===== config.mk =====
export PLATFORM = sky130hd
export DESIGN_NAME = minterm_scanner
export DESIGN_NICKNAME = d
export VERILOG_FILES = /design/src/rtl/minterm_scanner.sv
export SDC_FILE = /design/constraint.sdc
export NUM_CORES = 1
export LEC_CHECK = 0
export CORE_MARGIN = 5
export CORE_UTILIZATION = 63
export CTS_CLUSTER_SIZE = 8
export DETAILED_ROUTE_END_ITERATION = 10
export DONT_BUFFER_PORTS = 1
export PLACE_DENSITY_LB_ADDON = 0.1
export SYNTH_ARGS = -nofsm -noshare
export SYNTH_HDL_FRONTEND = slang
export SYNTH_SLANG_ARGS = --single-unit

===== constraint.sdc =====
create_clock -name clk -period 3 [get_ports clk]
set_clock_uncertainty 0.05 [all_clocks]
set_input_delay 0.9 -clock clk [delete_from_list [all_inputs] [get_ports clk]]
set_output_delay 0.9 -clock clk [all_outputs]
set_load 0.05 [all_outputs]

===== src/rtl/minterm_scanner.sv =====
// minterm_scanner: self-test driver for a 5-input combinational detector.
// It steps the code bus {X,Y,Z,K,M} through all 32 codes and holds each code
// for SETTLE_CYC cycles. It then samples S_OR, records the sample in map and
// counts mismatches against EXP_MAP.
// Optional build macro SCAN_HALT_EN: when it is defined, the scan stops in
// DONE right after the first mismatching sample.
module minterm_scanner #(
  parameter int          SETTLE_CYC = 2,
  parameter logic [31:0] EXP_MAP    = 32'h0A3E8C5C
) (
  input  logic        clk,
  input  logic        rst,
  input  logic        start,
  input  logic        S_OR,
  output logic        X,
  output logic        Y,
  output logic        Z,
  output logic        K,
  output logic        M,
  output logic        busy,
  output logic        done,
  output logic [31:0] map,
  output logic [5:0]  err_cnt,
  output logic        err_flag,
  output logic [4:0]  first_err
);

  localparam int CW = (SETTLE_CYC > 1) ? $clog2(SETTLE_CYC) : 1;
  localparam logic [CW-1:0] SCNT_LAST = CW'(SETTLE_CYC - 1);

  typedef enum logic [1:0] {IDLE, SETTLE, SAMPLE, DONE} state_t;

  state_t      r_state;
  state_t      w_state_next;
  logic [4:0]  r_idx;
  logic [CW-1:0] r_scnt;
  logic        r_busy;
  logic        r_done;
  logic [31:0] r_map;
  logic [5:0]  r_err_cnt;
  logic        r_err_flag;
  logic [4:0]  r_first_err;

  logic w_start_scan;
  logic w_sample;
  logic w_mismatch;
  logic w_halt;

  assign w_start_scan = ((r_state == IDLE) || (r_state == DONE)) && start;
  assign w_sample     = (r_state == SAMPLE);
  assign w_mismatch   = (S_OR != EXP_MAP[r_idx]);

`ifdef SCAN_HALT_EN
  assign w_halt = w_mismatch;
`else
  assign w_halt = 1'b0;
`endif

  // State register
  always_ff @(posedge clk or posedge rst) begin
    if (rst) r_state <= IDLE;
    else     r_state <= w_state_next;
  end

  // Next-state logic: settle for SETTLE_CYC cycles, then sample once per code
  always_comb begin
    w_state_next = r_state;
    case (r_state)
      IDLE, DONE: if (start) w_state_next = SETTLE;
      SETTLE:     if (r_scnt == SCNT_LAST) w_state_next = SAMPLE;
      SAMPLE:     if ((r_idx == 5'd31) || w_halt) w_state_next = DONE;
                  else w_state_next = SETTLE;
      default:    w_state_next = IDLE;
    endcase
  end

  // Scan datapath: code index, settle counter, status and error bookkeeping
  always_ff @(posedge clk or posedge rst) begin
    if (rst) begin
      r_idx       <= '0;
      r_scnt      <= '0;
      r_busy      <= 1'b0;
      r_done      <= 1'b0;
      r_err_cnt   <= '0;
      r_err_flag  <= 1'b0;
      r_first_err <= '0;
    end else if (w_start_scan) begin
      r_idx       <= '0;
      r_scnt      <= '0;
      r_busy      <= 1'b1;
      r_done      <= 1'b0;
      r_err_cnt   <= '0;
      r_err_flag  <= 1'b0;
      r_first_err <= '0;
    end else if (r_state == SETTLE) begin
      r_scnt <= r_scnt + 1'b1;
    end else if (w_sample) begin
      if (w_mismatch) begin
        r_err_cnt  <= r_err_cnt + 6'd1;
        r_err_flag <= 1'b1;
        // An error count of zero means this is the first mismatch of the scan
        if (r_err_cnt == 6'd0) r_first_err <= r_idx;
      end
      if (w_state_next == DONE) begin
        r_busy <= 1'b0;
        r_done <= 1'b1;
      end else begin
        r_idx  <= r_idx + 5'd1;
        r_scnt <= '0;
      end
    end
  end

  // Response map: each bit is cleared at scan start and captured in its code's SAMPLE cycle
  generate
    for (genvar gi = 0; gi < 32; gi++) begin : g_map
      always_ff @(posedge clk or posedge rst) begin
        if (rst)                                    r_map[gi] <= 1'b0;
        else if (w_start_scan)                      r_map[gi] <= 1'b0;
        else if (w_sample && (r_idx == 5'(gi)))     r_map[gi] <= S_OR;
      end
    end
  endgenerate

  assign {X, Y, Z, K, M} = r_idx;
  assign busy      = r_busy;
  assign done      = r_done;
  assign map       = r_map;
  assign err_cnt   = r_err_cnt;
  assign err_flag  = r_err_flag;
  assign first_err = r_first_err;

endmodule

Word level (Yosys, flattened, before mapping). Memories as Yosys holds them, arrays and structs flattened. Cells that the tools add are included. Widths: inputs -> output; s select.

Bits in registers: 54. Bits in read-only memories: 32. Input bits: 4. Output and inout bits: 51. Logic and storage cells: 262. Memories: 1.

Memory list: (no name shown) (words 32, bits a word 1, read ports 1, clocked after memory_dff 0, wr ports 0, line 51) `assign w_mismatch = (S_OR != EXP_MAP[r_idx]);`.

$add $sub $neg: 3. $lt $le $gt $ge: 1. Eq/ne operators: 39. Muxes and demuxes: 98. Reduce and logical (&&, ||, !) cells: 80.

Operator list (count): $mux 1 (81); $eq 5x5->1 const B (16); $reduce_bool 2->1 (36); $mux 5 (9); $eq 5x4->1 const B (8); $logic_and 1x1->1 (33); $mux 6 (4); $eq 5x3->1 const B (4); $eq 5x2->1 const B (2); $reduce_and 3->1 (3); $add 6x1->6 const B (1); $eq 2x2->1 const B (3); $logic_not 6->1 (1); $lt 5x6->1 const B (1); $mux 2 (3); $pmux 2 s3 (1); $add 5x1->5 const B (1); $eq 5x1->1 const B (1); $logic_not 5->1 (1); $ne 2x2->1 const B (2); $reduce_and 4->1 (1); $ne 3x3->1 const B (1); $reduce_bool 3->1 (1); $eq 2x1->1 const B (1); 6 further kinds (6).

Logic depth before layout (Yosys ltp).
Depth after elaboration: 8. Gate-level depth with buffers: 10. Depth with buffers taken out: 9.

Worst setup path after synthesis. OpenSTA, ideal clock, no wires.

Path type: register -> register. Start: register r_idx[1]. End: register r_err_cnt[2], in the netlist err_cnt[2]. Setup time: 0.070 ns. Data arrival time: 2.532 ns. Required time: 2.880 ns. Setup slack: 0.348 ns. Cell stages (with the launch flop): 10. Path buffers: 1. Period minus slack after synthesis: 2.652 ns. Path through: dfrtp_1 -> inv_1 -> ha_1 -> mux2_4 -> o211a_1 -> a21oi_2 -> xnor2_1 -> buf_6 -> or4_1 -> nand3_1.

Cells in the longest elaborated chain, start to end: 5.

Ends and longest elaborated chain: start: declaration (line 35) `logic [4:0] r_idx;`; start signal: assignment (line 108) `r_idx <= r_idx + 5'd1;`; $mem_v2 32x1; $mux 1 (not written as such) (line 51); $ne 1x1->1 (line 51); $reduce_bool 2->1 (no source line); $reduce_and 3->1 (no source line); end signal: assignment (line 99) `r_err_cnt <= r_err_cnt + 6'd1;`; end: declaration (line 40) `logic [5:0] r_err_cnt;`.

Every way passes these cells. The select of a mux whose other input is x is not followed. A chain may end at the register's enable or synchronous reset.

Final worst setup path.
Start: register r_idx[1]. End: register r_err_cnt[1], in the netlist err_cnt[1].

The elaborated chain is that of the path after synthesis.

==> impl_metrics.xml <==
<?xml version="1.0" encoding="UTF-8"?>
<metrics>
  <group name="clock_tree">
    <metric name="htree_levels" unit="">2</metric>
    <metric name="cts.sink_count" unit="">54</metric>
    <metric name="clockBufferDepth" unit="">2</metric>
    <metric name="clockRootBuffer" unit="">clkbuf_8</metric>
    <metric name="tritoncts" unit="">done</metric>
    <metric name="worst_setup_hold_path_clk_slew" unit="ns">0.09</metric>
    <metric name="postCtsHoldBufs" unit="">0</metric>
    <metric name="cts_setup_buffers" unit="">0</metric>
    <metric name="clkLatencyLatePin" unit="ns">0.31</metric>
    <metric name="cells_resized_by_post_cts_repair" unit="">0</metric>
    <metric name="cts_buffers" unit="">5</metric>
  </group>
  <group name="critical_path">
    <metric name="worst_path_max_delay_cell" unit="">xnor2_1</metric>
    <metric name="critPathArrivalTime" unit="ns">2.86</metric>
    <metric name="setup.worst_path.start" unit="">r_idx[1]</metric>
    <metric name="setup.worst_path.start_class" unit="">register</metric>
    <metric name="worst_setup_path_type" unit="">reg -&gt; reg</metric>
    <metric name="critical-path-max-stage-delay" unit="ns">0.79</metric>
    <metric name="worst-endpoint-required" unit="ns">3.15</metric>
    <metric name="critical_path_peak_fanout" unit="">12</metric>
    <metric name="crit_chain" unit="">ha_1 &gt; nand2b_1 &gt; a31oi_1 &gt; a21oi_2 &gt; xnor2_1 &gt; nor2_1 &gt; o32ai_1</metric>
    <metric name="critical_path.reg2reg.startpoint" unit="">r_idx[1]</metric>
    <metric name="endpoint_kind" unit="">register</metric>
  </group>
  <group name="floorplan">
    <metric name="core.rowCount" unit="">24</metric>
    <metric name="initial_core_util" unit="%">64.3</metric>
    <metric name="die_span_in_x" unit="um">76.2</metric>
    <metric name="floorplan.core_area" unit="um^2">4290</metric>
    <metric name="fp.dieH" unit="um">76.2</metric>
    <metric name="io_pins" unit="">55</metric>
    <metric name="die_area" unit="um^2">5810</metric>
  </group>
  <group name="sta">
    <metric name="setup_viol" unit="">0</metric>
    <metric name="max_slew.worst_pin.slew" unit="ns">1.01</metric>
    <metric name="max_freq" unit="MHz">370</metric>
    <metric name="fin_tns_setup" unit="ns">0</metric>
    <metric name="timing_max_transition_violations_final" unit="">0</metric>
    <metric name="finalCriticalPeriod" unit="ns">2.71</metric>
    <metric name="finalHoldViolations" unit="">0</metric>
    <metric name="final_min_period_over_clock_period" unit="%">90.2</metric>
    <metric name="setup_repair_after_global_routing_missed_its_margin" unit="">false</metric>
    <metric name="worst_slew_margin_rel" unit="%">32.0</metric>
  </group>
  <group name="synthesis">
    <metric name="synth_cell_area" unit="um^2">2760</metric>
    <metric name="yosys.cell_types.count" unit="">42</metric>
    <metric name="synthesis_stage_register_bit_count" unit="">54</metric>
    <metric name="netlist_instances" unit="">317</metric>
    <metric name="syn_area_per_cell" unit="um^2">8.71</metric>
    <metric name="yosys_warnings" unit="">0</metric>
    <metric name="syn_nets" unit="">331</metric>
    <metric name="ys_seq_area_share" unit="%">48.9</metric>
  </group>
  <group name="drt">
    <metric name="drc" unit="">0</metric>
    <metric name="route.top_layer_used" unit="">met4</metric>
    <metric name="totalWireLength" unit="um">6410</metric>
    <metric name="detailed_route_wirelength_on_metal2" unit="um">3060</metric>
    <metric name="route.vias.total" unit="">2267</metric>
    <metric name="post_detailed_route_wirelength_per_cell" unit="um">17.5</metric>
    <metric name="viasPerCell" unit="">6.19</metric>
    <metric name="ant_nets" unit="">0</metric>
    <metric name="detail_route.first_pass.iterations" unit="">4</metric>
    <metric name="met3_wire_length" unit="um">495</metric>
    <metric name="drt_iter0_drc" unit="">162</metric>
    <metric name="drt-met1-wl" unit="um">2790</metric>
  </group>
  <group name="worst_hold_path">
    <metric name="class_of_the_worst_hold_path" unit="">in -&gt; async</metric>
  </group>
  <group name="power_and_ir_drop">
    <metric name="swShare" unit="%">47.0</metric>
    <metric name="comb_power_share" unit="%">36.0</metric>
    <metric name="p_seq_share" unit="%">45.3</metric>
    <metric name="irDropWorstVdd" unit="V">0.000786</metric>
    <metric name="internal_power_component" unit="mW">1.36</metric>
    <metric name="clk_pwr_share" unit="%">18.7</metric>
    <metric name="p_sw" unit="mW">1.21</metric>
    <metric name="power_per_cell_area" unit="nW/um^2">876</metric>
    <metric name="power.leakage" unit="nW">1.25</metric>
  </group>
  <group name="global_routing">
    <metric name="grt.overflow.total" unit="">0</metric>
    <metric name="antenna_violations_before_repair" unit="">0</metric>
    <metric name="grt.total_usage" unit="%">22.8</metric>
    <metric name="vias_in_the_first_global_route" unit="">2145</metric>
    <metric name="grt_first_pass_wirelength" unit="um">10900</metric>
    <metric name="grt_max_degree" unit="">34</metric>
  </group>
  <group name="cells_and_area">
    <metric name="antenna_cells_inserted" unit="">0</metric>
    <metric name="finalNetCount" unit="">328</metric>
    <metric name="stdcell_area" unit="um^2">2940</metric>
    <metric name="layout.area.seq" unit="um^2">1350</metric>
    <metric name="multi_input_area" unit="um^2">1270</metric>
    <metric name="final_layout_size_suffix_gt1_share" unit="%">7.96</metric>
    <metric name="layoutNonFillerInstCount" unit="">366</metric>
    <metric name="layout-area-overhead-vs-synth" unit="%">6.25</metric>
    <metric name="num-fill-cells" unit="">352</metric>
  </group>
  <group name="place">
    <metric name="post-dp-hpwl" unit="um">4320</metric>
    <metric name="placed_area" unit="um^2">2830</metric>
    <metric name="place_inst" unit="">359</metric>
    <metric name="buffer_ports.inserted" unit="">0</metric>
    <metric name="gp_congestion" unit="">0.820</metric>
  </group>
  <group name="job">
    <metric name="timing.max_cap.violations" unit="">0</metric>
  </group>
  <group name="run_status">
    <metric name="run_status" unit="">complete, no violations</metric>
  </group>
</metrics>
[worst paths after layout]
check | cells past startpoint | slack [ns] | to
max | 7 | 0.29 | err_cnt[1]
min reg2reg | 2 | 0.57 | r_scnt
max in group asynchronous | 2 | 1.83 | map[16]
max reg2reg | 7 | 0.29 | err_cnt[1]
min | 1 | 0.50 | map[4]
min in group clk | 2 | 0.57 | r_scnt
[critical path, delay by kind of cell (launching register included)]
family | cells | cell delay, ns
compound gates | 3 | 0.62
xor+xnor | 1 | 0.79
fa+ha+maj | 1 | 0.28
flops | 1 | 0.46
simple gates | 2 | 0.39
[cell usage after synthesis]
| cell | n | area, um^2 |
|---|---|---|
| clkbuf_2 | 1 | 5.00 |
| nor2_1 | 13 | 48.8 |
| nor2b_1 | 1 | 6.26 |
| and2_1 | 1 | 6.26 |
| nor3b_1 | 1 | 7.51 |
| a21oi_1 | 33 | 165 |
| or2_2 | 2 | 12.5 |
| a21oi_2 | 1 | 8.76 |
| or3b_2 | 1 | 8.76 |
| xor2_1 | 1 | 8.76 |
| a221o_1 | 1 | 10.0 |
| nand3b_1 | 3 | 22.5 |
| o211a_1 | 1 | 10.0 |
| dfrtp_1 | 54 | 1350 |
| nor4_1 | 3 | 18.8 |
| o22ai_1 | 3 | 18.8 |
| nand4b_1 | 1 | 8.76 |
| clkbuf_1 | 15 | 56.3 |
| buf_6 | 2 | 22.5 |
| a31oi_1 | 3 | 18.8 |
| o211ai_1 | 3 | 22.5 |
| nand4_1 | 1 | 6.26 |
| xnor2_1 | 1 | 8.76 |
| nand2b_1 | 7 | 43.8 |
| o32ai_1 | 1 | 8.76 |
| nand3_1 | 34 | 170 |
| mux2i_1 | 3 | 30.0 |
| mux2_4 | 1 | 15.0 |
| nor3_1 | 4 | 20.0 |
| or4_1 | 3 | 22.5 |
| and3_1 | 3 | 18.8 |
| buf_1 | 3 | 11.3 |
| or3_1 | 1 | 6.26 |
| a22oi_1 | 1 | 7.51 |
| o21ai_0 | 6 | 30.0 |
| nor3_2 | 1 | 10.0 |
| nand2_1 | 73 | 274 |
| inv_1 | 12 | 45.0 |
| o22a_1 | 2 | 17.5 |
| ha_1 | 10 | 125 |
| a22o_1 | 5 | 43.8 |
| o311a_1 | 1 | 10.0 |
[layout by cell type (no fill, tap or decap), types with 2 or more instances in the layout]
master and instances:
mux2i_1 3, or4_1 3, and3_1 3, ha_1 10, nand3_1 34, nor4_1 3, nand2b_1 7, o21ai_0 6
nand3b_1 3, inv_1 11, nor2_1 13, nand2_1 73, o211ai_1 3, a21oi_1 33, clkbuf_8 5, o22a_1 2
or2_2 2, buf_4 10, nor3_1 4, a31oi_1 3, o22ai_1 3, dfrtp_1 54, a22o_1 5
[power groups by stage]
| stage | sequential (mW) | clock (mW) | combinational, mW |
|---|---|---|---|
| after floorplan | 1.19 | 0 | 0.683 |
| after global placement | 1.17 | 0 | 0.879 |
| after global routing | 1.18 | 0.527 | 1.01 |
| after CTS | 1.17 | 0.492 | 0.914 |
| after detailed placement | 1.18 | 0 | 0.908 |
| final | 1.17 | 0.481 | 0.924 |
[cells by family (layout without fill, tap and decap cells)]
group                      Yosys count  count (layout)  synth area share [%]
AOI/OAI and AO/OA                   61              61                  13.5
xor gates and xnor gates             2               2                 0.634
adders and majority gates           10              10                  4.53
buffers and inverters               33              30                  5.07
DFF                                 54              54                  48.9
muxes                                4               4                  1.63
and+or+nand+nor                    153             153                  25.8
[registers in the layout, indices dropped and copies added (netlist names)]
register,count
err_cnt,6
busy,1
map,32
err_flag,1
r_state,2
first_err,5
r_idx,5
r_scnt,1
done,1
[metal layers]
| metal | GRT usage (%) | up-vias |
|---|---|---|
| met3 | 7.57 | 6 |
| met5 | 0 | - |
| met2 | 35.1 | 67 |
| met1 | 30.9 | 1117 |
| li1 | - | 1077 |
| met4 | 6.12 | 0 |
[cell type report]
cell class	count	share of cell area, %
sequential	54	46.0
multi-input combinational	230	43.3
timing repair buffer	11	3.24
clock buffer	5	2.34
tap	52	2.22
inverter	12	1.53
clock inverter	2	1.32
[per-stage QoR]
stage	setup slack [ns]	hold WS [ns]	power, mW	utilization [%]
after detailed placement	0.388	0.532	2.09	65.9
final	0.294	0.496	2.57	68.4
after global routing	0.153	0.537	2.72	68.4
after CTS	0.368	0.514	2.57	68.4
after global placement	0.504	0.525	2.05	65.9
after floorplan	0.348	0.479	1.87	-
Power figures use the tool's default switching activity.
